**config.mk**
```make
export PLATFORM = sky130hd
export DESIGN_NAME = parking_gate_ctrl
export DESIGN_NICKNAME = d
export VERILOG_FILES = /design/src/rtl/parking_pkg.sv /design/src/rtl/parking_gate_ctrl_sensor_sync.sv /design/src/rtl/parking_gate_ctrl.sv
export SDC_FILE = /design/constraint.sdc
export NUM_CORES = 1
export LEC_CHECK = 0
export BUFFER_PORTS_ARGS = -buffer_cell sky130_fd_sc_hd__buf_2
export CAP_MARGIN = 10
export CORE_MARGIN = 1
export CORE_UTILIZATION = 42
export DETAILED_ROUTE_END_ITERATION = 16
export PLACE_DENSITY_LB_ADDON = 0.1
export SYNTH_ARGS = -nofsm -noshare
export SYNTH_HDL_FRONTEND = slang
export SYNTH_HIERARCHICAL = 1
export SYNTH_SLANG_ARGS = --single-unit
```
**constraint.sdc**
```tcl
create_clock -name clk -period 2.66 [get_ports clk]
set_input_delay 0.133 -clock clk [delete_from_list [all_inputs] [get_ports clk]]
set_output_delay 0.133 -clock clk [all_outputs]
set_load 0.05 [all_outputs]
```
**src/rtl/parking_pkg.sv**
```systemverilog
// parking_pkg: shared state encoding and sensor codes for the parking gate controller
package parking_pkg;
  typedef enum logic [2:0] {
    IDLE  = 3'd0,
    EN_A  = 3'd1,
    EN_AB = 3'd2,
    EN_B  = 3'd3,
    EX_B  = 3'd4,
    EX_AB = 3'd5,
    EX_A  = 3'd6
  } park_state_t;
  localparam logic [1:0] S_NONE = 2'b00;
  localparam logic [1:0] S_B    = 2'b01;
  localparam logic [1:0] S_A    = 2'b10;
  localparam logic [1:0] S_AB   = 2'b11;
endpackage

```
**src/rtl/parking_gate_ctrl_sensor_sync.sv**
```systemverilog
// sensor_sync: multi-stage synchronizer bringing one asynchronous beam sensor into clk
module sensor_sync #(
  parameter int SYNC_STAGES = 2
) (
  input  logic clk,
  input  logic reset,
  input  logic d,
  output logic q
);
  logic [SYNC_STAGES-1:0] sync_q, sync_d;
  always_comb sync_d = {sync_q[SYNC_STAGES-2:0], d};
  always_ff @(posedge clk or negedge reset)
    if (!reset) sync_q <= '0;
    else sync_q <= sync_d;
  assign q = sync_q[SYNC_STAGES-1];
endmodule

```
**src/rtl/parking_gate_ctrl.sv**
```systemverilog
// parking_gate_ctrl: classifies A/B beam-break sequences as entries or exits
// and keeps a saturating occupancy count with full/empty flags and event strobes.
module parking_gate_ctrl
  import parking_pkg::*;
#(
  parameter int CAPACITY    = 15,
  parameter int CNT_W       = 4,
  parameter int SYNC_STAGES = 2
) (
  input  logic             clk,
  input  logic             reset,
  input  logic             sensor_a,
  input  logic             sensor_b,
  output logic [CNT_W-1:0] occupancy,
  output logic             full,
  output logic             empty,
  output logic             enter_pulse,
  output logic             exit_pulse,
  output logic             ovf_err,
  output logic             unf_err,
  output logic             seq_err
);
  localparam logic [CNT_W-1:0] CAP = CNT_W'(CAPACITY);
  logic a_s, b_s;
  logic [1:0] ab;
  park_state_t state_q, state_d;
  logic [CNT_W-1:0] occ_q, occ_d;
  logic full_q, full_d, empty_q, empty_d;
  logic enter_q, enter_d, exit_q, exit_d, ovf_q, ovf_d, unf_q, unf_d, seq_q, seq_d;
  logic ent, ext;
  sensor_sync #(.SYNC_STAGES(SYNC_STAGES)) u_sync_a (.clk(clk), .reset(reset), .d(sensor_a), .q(a_s));
  sensor_sync #(.SYNC_STAGES(SYNC_STAGES)) u_sync_b (.clk(clk), .reset(reset), .d(sensor_b), .q(b_s));
  assign ab = {a_s, b_s};
  // exit states mirror entry states with A and B swapped
  always_comb begin
    state_d = state_q;
    ent     = 1'b0;
    ext     = 1'b0;
    seq_d   = 1'b0;
    case (state_q)
      IDLE: begin
        state_d = ab == S_A ? EN_A : ab == S_B ? EX_B : IDLE;
        seq_d   = ab == S_AB;
      end
      EN_A: begin
        state_d = ab == S_A ? EN_A : ab == S_AB ? EN_AB : IDLE;
        seq_d   = ab == S_B;
      end
      EN_AB: begin
        state_d = ab == S_AB ? EN_AB : ab == S_B ? EN_B : ab == S_A ? EN_A : IDLE;
        seq_d   = ab == S_NONE;
      end
      EN_B: begin
        state_d = ab == S_B ? EN_B : ab == S_AB ? EN_AB : IDLE;
        ent     = ab == S_NONE;
        seq_d   = ab == S_A;
      end
      EX_B: begin
        state_d = ab == S_B ? EX_B : ab == S_AB ? EX_AB : IDLE;
        seq_d   = ab == S_A;
      end
      EX_AB: begin
        state_d = ab == S_AB ? EX_AB : ab == S_A ? EX_A : ab == S_B ? EX_B : IDLE;
        seq_d   = ab == S_NONE;
      end
      EX_A: begin
        state_d = ab == S_A ? EX_A : ab == S_AB ? EX_AB : IDLE;
        ext     = ab == S_NONE;
        seq_d   = ab == S_B;
      end
      default: state_d = IDLE;
    endcase
    enter_d = ent && occ_q < CAP;
    ovf_d   = ent && !(occ_q < CAP);
    exit_d  = ext && occ_q != '0;
    unf_d   = ext && occ_q == '0;
    occ_d   = enter_d ? occ_q + 1'b1 : exit_d ? occ_q - 1'b1 : occ_q;
    full_d  = occ_d == CAP;
    empty_d = occ_d == '0;
  end
  always_ff @(posedge clk or negedge reset)
    if (!reset) begin
      state_q <= IDLE;
      occ_q   <= '0;
      full_q  <= 1'b0;
      empty_q <= 1'b1;
      enter_q <= 1'b0;
      exit_q  <= 1'b0;
      ovf_q   <= 1'b0;
      unf_q   <= 1'b0;
      seq_q   <= 1'b0;
    end else begin
      state_q <= state_d;
      occ_q   <= occ_d;
      full_q  <= full_d;
      empty_q <= empty_d;
      enter_q <= enter_d;
      exit_q  <= exit_d;
      ovf_q   <= ovf_d;
      unf_q   <= unf_d;
      seq_q   <= seq_d;
    end
  assign occupancy   = occ_q;
  assign full        = full_q;
  assign empty       = empty_q;
  assign enter_pulse = enter_q;
  assign exit_pulse  = exit_q;
  assign ovf_err     = ovf_q;
  assign unf_err     = unf_q;
  assign seq_err     = seq_q;
endmodule

```
==> reports/metrics.yaml, run 1 <==
floorplanning:
  die_y_um: 51.43
  coreArea_sq_um: 2255
  num_rows: 17
  start_util: 0.4551
  ios: 15
  fp.dieW_um: 51.43
  die_area_sq_um: 2645
drt:
  drc: 0
  wirelength_mm: 1.643
  via_count: 693
  drtAntennaViolNets: 0
  drt_pre_antenna_iters: 4
  drt_iter0_drc: 18
  wl_per_cell_um: 11.91
  via_per_inst: 5.022
yosys:
  synth_edf_count: 0
  syn_inst: 95
  synthArstFlopShare: 1.000
  ys_warn_count: 6
  synth_area_sq_um: 1026
  ys_seq_elements: 18
  avgSynthCellArea_sq_um: 10.80
  ys_seq_area_frac: 0.4402
  synth_cell_types: 36
  synthFlopType: "dfrtp_1"
  synth_nets: 108
cts:
  clock_sink_count: 18
  numCtsBuffers: 3
  ctsHtreeMaxLevel: 1
  cts_resized: 0
  clk_path_buf_depth: 2
  worstSkewPairLatency_ns: 0.29
  ctsRootBufferMaster: "clkbuf_4"
  cts_setup_buffers: 0
  clkSlewWorstSetupHoldPaths_ns: 0.11
  cts_tree: "done"
final_layout:
  final_util: 0.5094
  n_antenna_cell: 0
  synthToLayoutAreaGrowth_pct: 11.95
  drive_above_1_share: 0.2636
  nets: 124
worst_setup_path:
  startpoint_type: "flip-flop"
  r2r-start: "u_sync_a/sync_q[1]"
  crit_type: "flip-flop to flip-flop"
  crit_start: "u_sync_a/sync_q[1]"
  critPathArrivalTime_ns: 2.29
  crit_path_max_fanout: 5
  end_kind: "flip-flop"
  worst_ep_required_time_ns: 2.86
global_route:
  grt_usage: 0.1559
  antenna_found_initial: 0
  grt_pass1_wl_mm: 3.036
  gr-total-overflow: 0
  grt_max_degree: 19
  first_global_vias: 660
timing:
  worst_pin_slew_ns: 0.4538
  period_minus_slack_ns: 2.095
  tns_ns: 0
  setup_viol: 0
  max_slew_margin: 0.6975
  hold_violations: 0
  grt_setup_unrepaired: "no"
  slew_violations: 0
  finalCritPeriodShare: 0.7875
  fmax_mhz: 477.4
  hold_slack_ns: 0.2819
  clock_skew_ns: 0.008455
power_and_ir_drop:
  p_total_mw: 0.8857
  power_density_nw_per_um2: 771.1
  p_int_mw: 0.5368
  combPwrFrac: 0.358
  clkPwrFrac: 0.189
  sw_frac_of_total: 0.3940
  sequentialPowerShare: 0.453
  ir_worst_vdd_mv: 0.4850
  switchingPower_mw: 0.3489
  power.leakage_nw: 0.5582
placed_design:
  port_buffers: 14
  gp_congestion: 0.7787
  place_hpwl_mm: 1.192
run_status:
  run_status: "complete, no violations"
flow_run:
  maxCapViolCount: 0
hold_path:
  min_path_type: "input port to asynchronous set/reset pin"
==> cells in the mapped netlist, types with 3 or more instances <==
cell type | n | area, sq um
dfrtp_1 | 17 | 425.4
ha_1 | 9 | 112.6
nor2_1 | 8 | 30.03
nand2_1 | 7 | 26.28
inv_1 | 4 | 15.01
nand3_1 | 4 | 20.02
o21ai_0 | 4 | 20.02
buf_4 | 3 | 22.52
mux2i_1 | 3 | 30.03
==> worst max-delay path, stage by stage, from the launching register on <==
cell and delay (ns):
dfrtp_1 0.43, inv_1 0.13, ha_1 0.23, and4b_1 0.28, nand2_1 0.10, and2_1 0.16
a221o_1 0.38, nor4_2 0.28
==> through the flow <==
stage	std cells	worst slack (ns)	area, sq um
2_1_floorplan	95	0.5122	1026
3_3_place_gp	131	0.6837	1082
3_5_place_dp	131	0.6187	1082
4_1_cts	138	0.5747	1149
5_1_grt	138	0.4088	1149
6_report	138	0.5653	1149
==> layout by cell type (no fill, tap or decap), types with 2 or more instances in the layout <==
master	Yosys	final
a211oi_2	2	2
a21oi_1	2	2
a221o_1	2	2
and4b_1	2	2
buf_2	0	14
clkbuf_4	0	3
dfrtp_1	17	17
dlygate4sd3_1	0	3
ha_1	9	9
inv_1	4	4
mux2i_1	3	3
nand2_1	7	7
nand3_1	4	4
nor2_1	8	8
nor2_2	2	2
nor3_1	2	2
o21ai_0	4	4
o21ai_1	2	2
xnor2_1	2	2
==> path summary, 6_finish.rpt <==
| kind | end | slack [ns] | depth (start not counted) |
|---|---|---|---|
| min | seq_err | 0.28 | 2 |
| max in group asynchronous | empty | 2.05 | 2 |
| max reg2reg | empty | 0.57 | 7 |
| max | empty | 0.57 | 7 |
| min in group clk | u_sync_a/sync_q[1] | 0.36 | 0 |
| min reg2reg | u_sync_a/sync_q[1] | 0.36 | 0 |
==> metal layers <==
layer  vias up  part of all wire  global-route usage
met4         0            0.0097             0.05405
met5         -                 0                   0
li1        358                 -                   -
met1       318              0.55              0.2382
met2        15              0.41              0.2121
met3         2             0.037             0.03571
==> registers in the layout, summed over array words and instances, names as in the netlist <==
signal	flops
state_q	3
ovf_err	1
exit_pulse	1
seq_err	1
u_sync_a/sync_q	2
empty	1
unf_err	1
occupancy	4
u_sync_b/sync_q	2
enter_pulse	1
full	1
==> what timing repair did <==
action,4_1_cts,5_1_grt
endpoints found under the setup margin,0,0
hold buffers,3,0
hold endpoints to repair,19,0
==> cell type report <==
type                            instances  area, sq um
Timing Repair Buffer                   17        100.1
Clock buffer                            4        36.28
Tap cell                               28        35.03
Inverter                                4        15.01
Sequential cell                        18        451.7
Fill cell                             226         1106
Multi-Input combinational cell         67        510.5
==> power by group through the flow <==
| stage | combinational, mW | sequential (mW) | clock, mW |
|---|---|---|---|
| finish | 0.317 | 0.401 | 0.167 |
| global route | 0.348 | 0.417 | 0.183 |
| CTS | 0.319 | 0.401 | 0.175 |
| global placement | 0.314 | 0.407 | 0 |
| floorplan | 0.229 | 0.444 | 0 |
| detailed placement | 0.314 | 0.406 | 0 |
==> cells by family after synthesis <==
| kind of cell | synth area share |
|---|---|
| buf+inv | 0.06218 |
| mux | 0.06219 |
| flops | 0.4403 |
| simple gates | 0.2037 |
| fa+ha+maj | 0.1098 |
| compound gates | 0.1049 |
| xor+xnor | 0.01708 |
Power figures use the tool's default switching activity.
==> run 2: changes to the inputs <==
- clock period: 2.66 -> 1.85 ns (I/O delays scaled with it)
==> reports/metrics.yaml, run 2 (same netlist as run 1, synthesis figures left out) <==
global_route:
  gr-usage-met2: 0.2727  # +0.06061
  grt_use_met3: 0.05357  # +0.01786
  grt_max_degree: 19  # unchanged
  first_global_vias: 746  # +13%
  grt_busiest_layer: "met2"
  antenna_found_initial: 0  # unchanged
  grt_use_met1: 0.2090  # -0.02923
  grt_pass1_wl_mm: 3.194  # +5.2%
  grt_usage: 0.1677  # +0.01183
  gr-total-overflow: 0  # unchanged
cts:
  clkSlewWorstSetupHoldPaths_ns: 0.10  # about the same
  clk_path_buf_depth: 2  # unchanged
  clock_sink_count: 18  # unchanged
  ctsHtreeMaxLevel: 1  # unchanged
  worstSkewPairLatency_ns: 0.29  # about the same
  ctsRootBufferMaster: "clkbuf_4"
  cts_tree: "done"
  numCtsBuffers: 3  # unchanged
worst_setup_path:
  worst_ep_required_time_ns: 2.05  # -0.81 ns
  critPathArrivalTime_ns: 2.07  # -0.22 ns
  end_kind: "flip-flop"
  crit_type: "flip-flop to flip-flop"
  startpoint_type: "flip-flop"
  ff2ff_path_depth: 7  # unchanged
  crit_path_max_fanout: 3  # -2
placed_design:
  placed_area_sq_um: 1202  # +11%
  gp_congestion: 0.7923  # +1.7%
  place_hpwl_mm: 1.436  # +20%
  port_buffers: 14  # unchanged
timing:
  hold_violations: 0  # unchanged
  setup_viol: 1  # +1
  finalCritPeriodShare: 1.006  # +0.2189
  fmax_mhz: 537.1  # +13%
  slew_violations: 0  # unchanged
  worst_pin_slew_ns: 0.3690  # -0.08477 ns
  worst_slack_ns: -0.01169  # -0.5770 ns
  max_slew_margin: 0.7476  # +0.05015
  period_minus_slack_ns: 1.862  # -0.2330 ns
  clock_skew_ns: 0.008342  # -0.0001130 ns
  grt_setup_unrepaired: "yes"
run_status:
  run_status: "finished, violations left"
  violations: "setup timing"
floorplanning:
  die_y_um: 51.43  # unchanged
  num_rows: 17  # unchanged
  die_area_sq_um: 2645  # unchanged
  coreArea_sq_um: 2255  # unchanged
  start_util: 0.4551  # unchanged
  ios: 15  # unchanged
  fp.dieW_um: 51.43  # unchanged
drt:
  via_count: 771  # +11%
  drt_pre_antenna_iters: 4  # unchanged
  via_per_inst: 4.974  # -0.95%
  drtAntennaViolNets: 0  # unchanged
  wirelength_mm: 1.921  # +17%
  drc: 0  # unchanged
  drt_iter0_drc: 4  # -14
  wl_per_cell_um: 12.39  # +4.1%
final_layout:
  final_util: 0.5832  # +0.07381
  largest_reg_flops: 4  # unchanged
  nets: 141  # +14%
  final_common_cell: "buf_4"
  fin_area_sq_um: 1315  # +14%
  final_cell_mix: "buf_4, buf_2, dfrtp_1"
  synthToLayoutAreaGrowth_pct: 28.17
  drive_above_1_share: 0.4567  # +0.1931
  n_antenna_cell: 0  # unchanged
hold_path:
  min_path_type: "input port to asynchronous set/reset pin"
flow_run:
  maxCapViolCount: 0  # unchanged
power_and_ir_drop:
  ir_worst_vdd_mv: 0.6024  # +24%
  power_density_nw_per_um2: 1080  # +40%
  power.leakage_nw: 0.6504  # +17%
[run 2: stage by stage]
| step | cells | setup WS (ns) | setup TNS [ns] | total power, mW | hold slack, ns |
|---|---|---|---|---|---|
| 4_1_cts | 154 | -0.01471 | -0.01471 | 1.388 | 0.2492 |
| 3_3_place_gp | 146 | 0.02248 | 0 | 1.132 | 0.03552 |
| 3_5_place_dp | 146 | -0.02658 | -0.02658 | 1.142 | 0.04151 |
| 2_1_floorplan | 95 | -0.09628 | -0.1726 | 0.9796 | -0.2031 |
| 5_1_grt | 155 | -0.09097 | -0.1630 | 1.517 | 0.2769 |
| 6_report | 155 | -0.01169 | -0.01169 | 1.420 | 0.2437 |
[run 2: worst paths after layout]
| check | startpoint | end | slack (ns) |
|---|---|---|---|
| worst max-delay path | u_sync_b/sync_q[1] | empty | -0.01 |
| worst min-delay path | reset | state_q[1] | 0.24 |
| worst max register to register | u_sync_b/sync_q[1] | empty | -0.01 |
| worst min register to register | u_sync_a/sync_q[0] | u_sync_a/sync_q[1] | 0.36 |
| max in group asynchronous | reset | empty | 1.28 |
| min in group clk | u_sync_a/sync_q[0] | u_sync_a/sync_q[1] | 0.36 |
[run 2: metal layers]
metal	wire, um	vias to the layer above
met3	82	2
met5	0	-
met2	896	18
met1	926	358
met4	16	0
li1	-	393
[run 2: area by class of cell]
class | instances | area [sq um]
fillers | 229 | 939.7
multi-input cells | 67 | 544.3
flip-flops and latches | 18 | 456.7
repair buffers | 34 | 227.7
clock buffers | 4 | 36.28
well taps | 28 | 35.03
inverters | 4 | 15.01
[run 2: power breakdown]
group	switching, mW	leakage [nW]	internal [mW]
combinational	0.381	0.402	0.292
clock	0.115	0.0210	0.120
sequential	0.0476	0.228	0.465
total	0.544	0.650	0.876
[run 2: what timing repair did]
action                     CTS  global route
pin swaps                    1             0
hold buffers                 3             0
setup buffers                1             1
gates resized for setup      0             7
setup endpoints to repair    1             2
hold endpoints to repair    19             0
[run 2: worst max-delay path: stages, from the launching register on]
cell and delay (ns):
dfrtp_1 0.39, inv_2 0.06, ha_2 0.17, and4b_1 0.26, nand2_1 0.10, and2_1 0.16, a221o_1 0.36, nor4_2 0.27
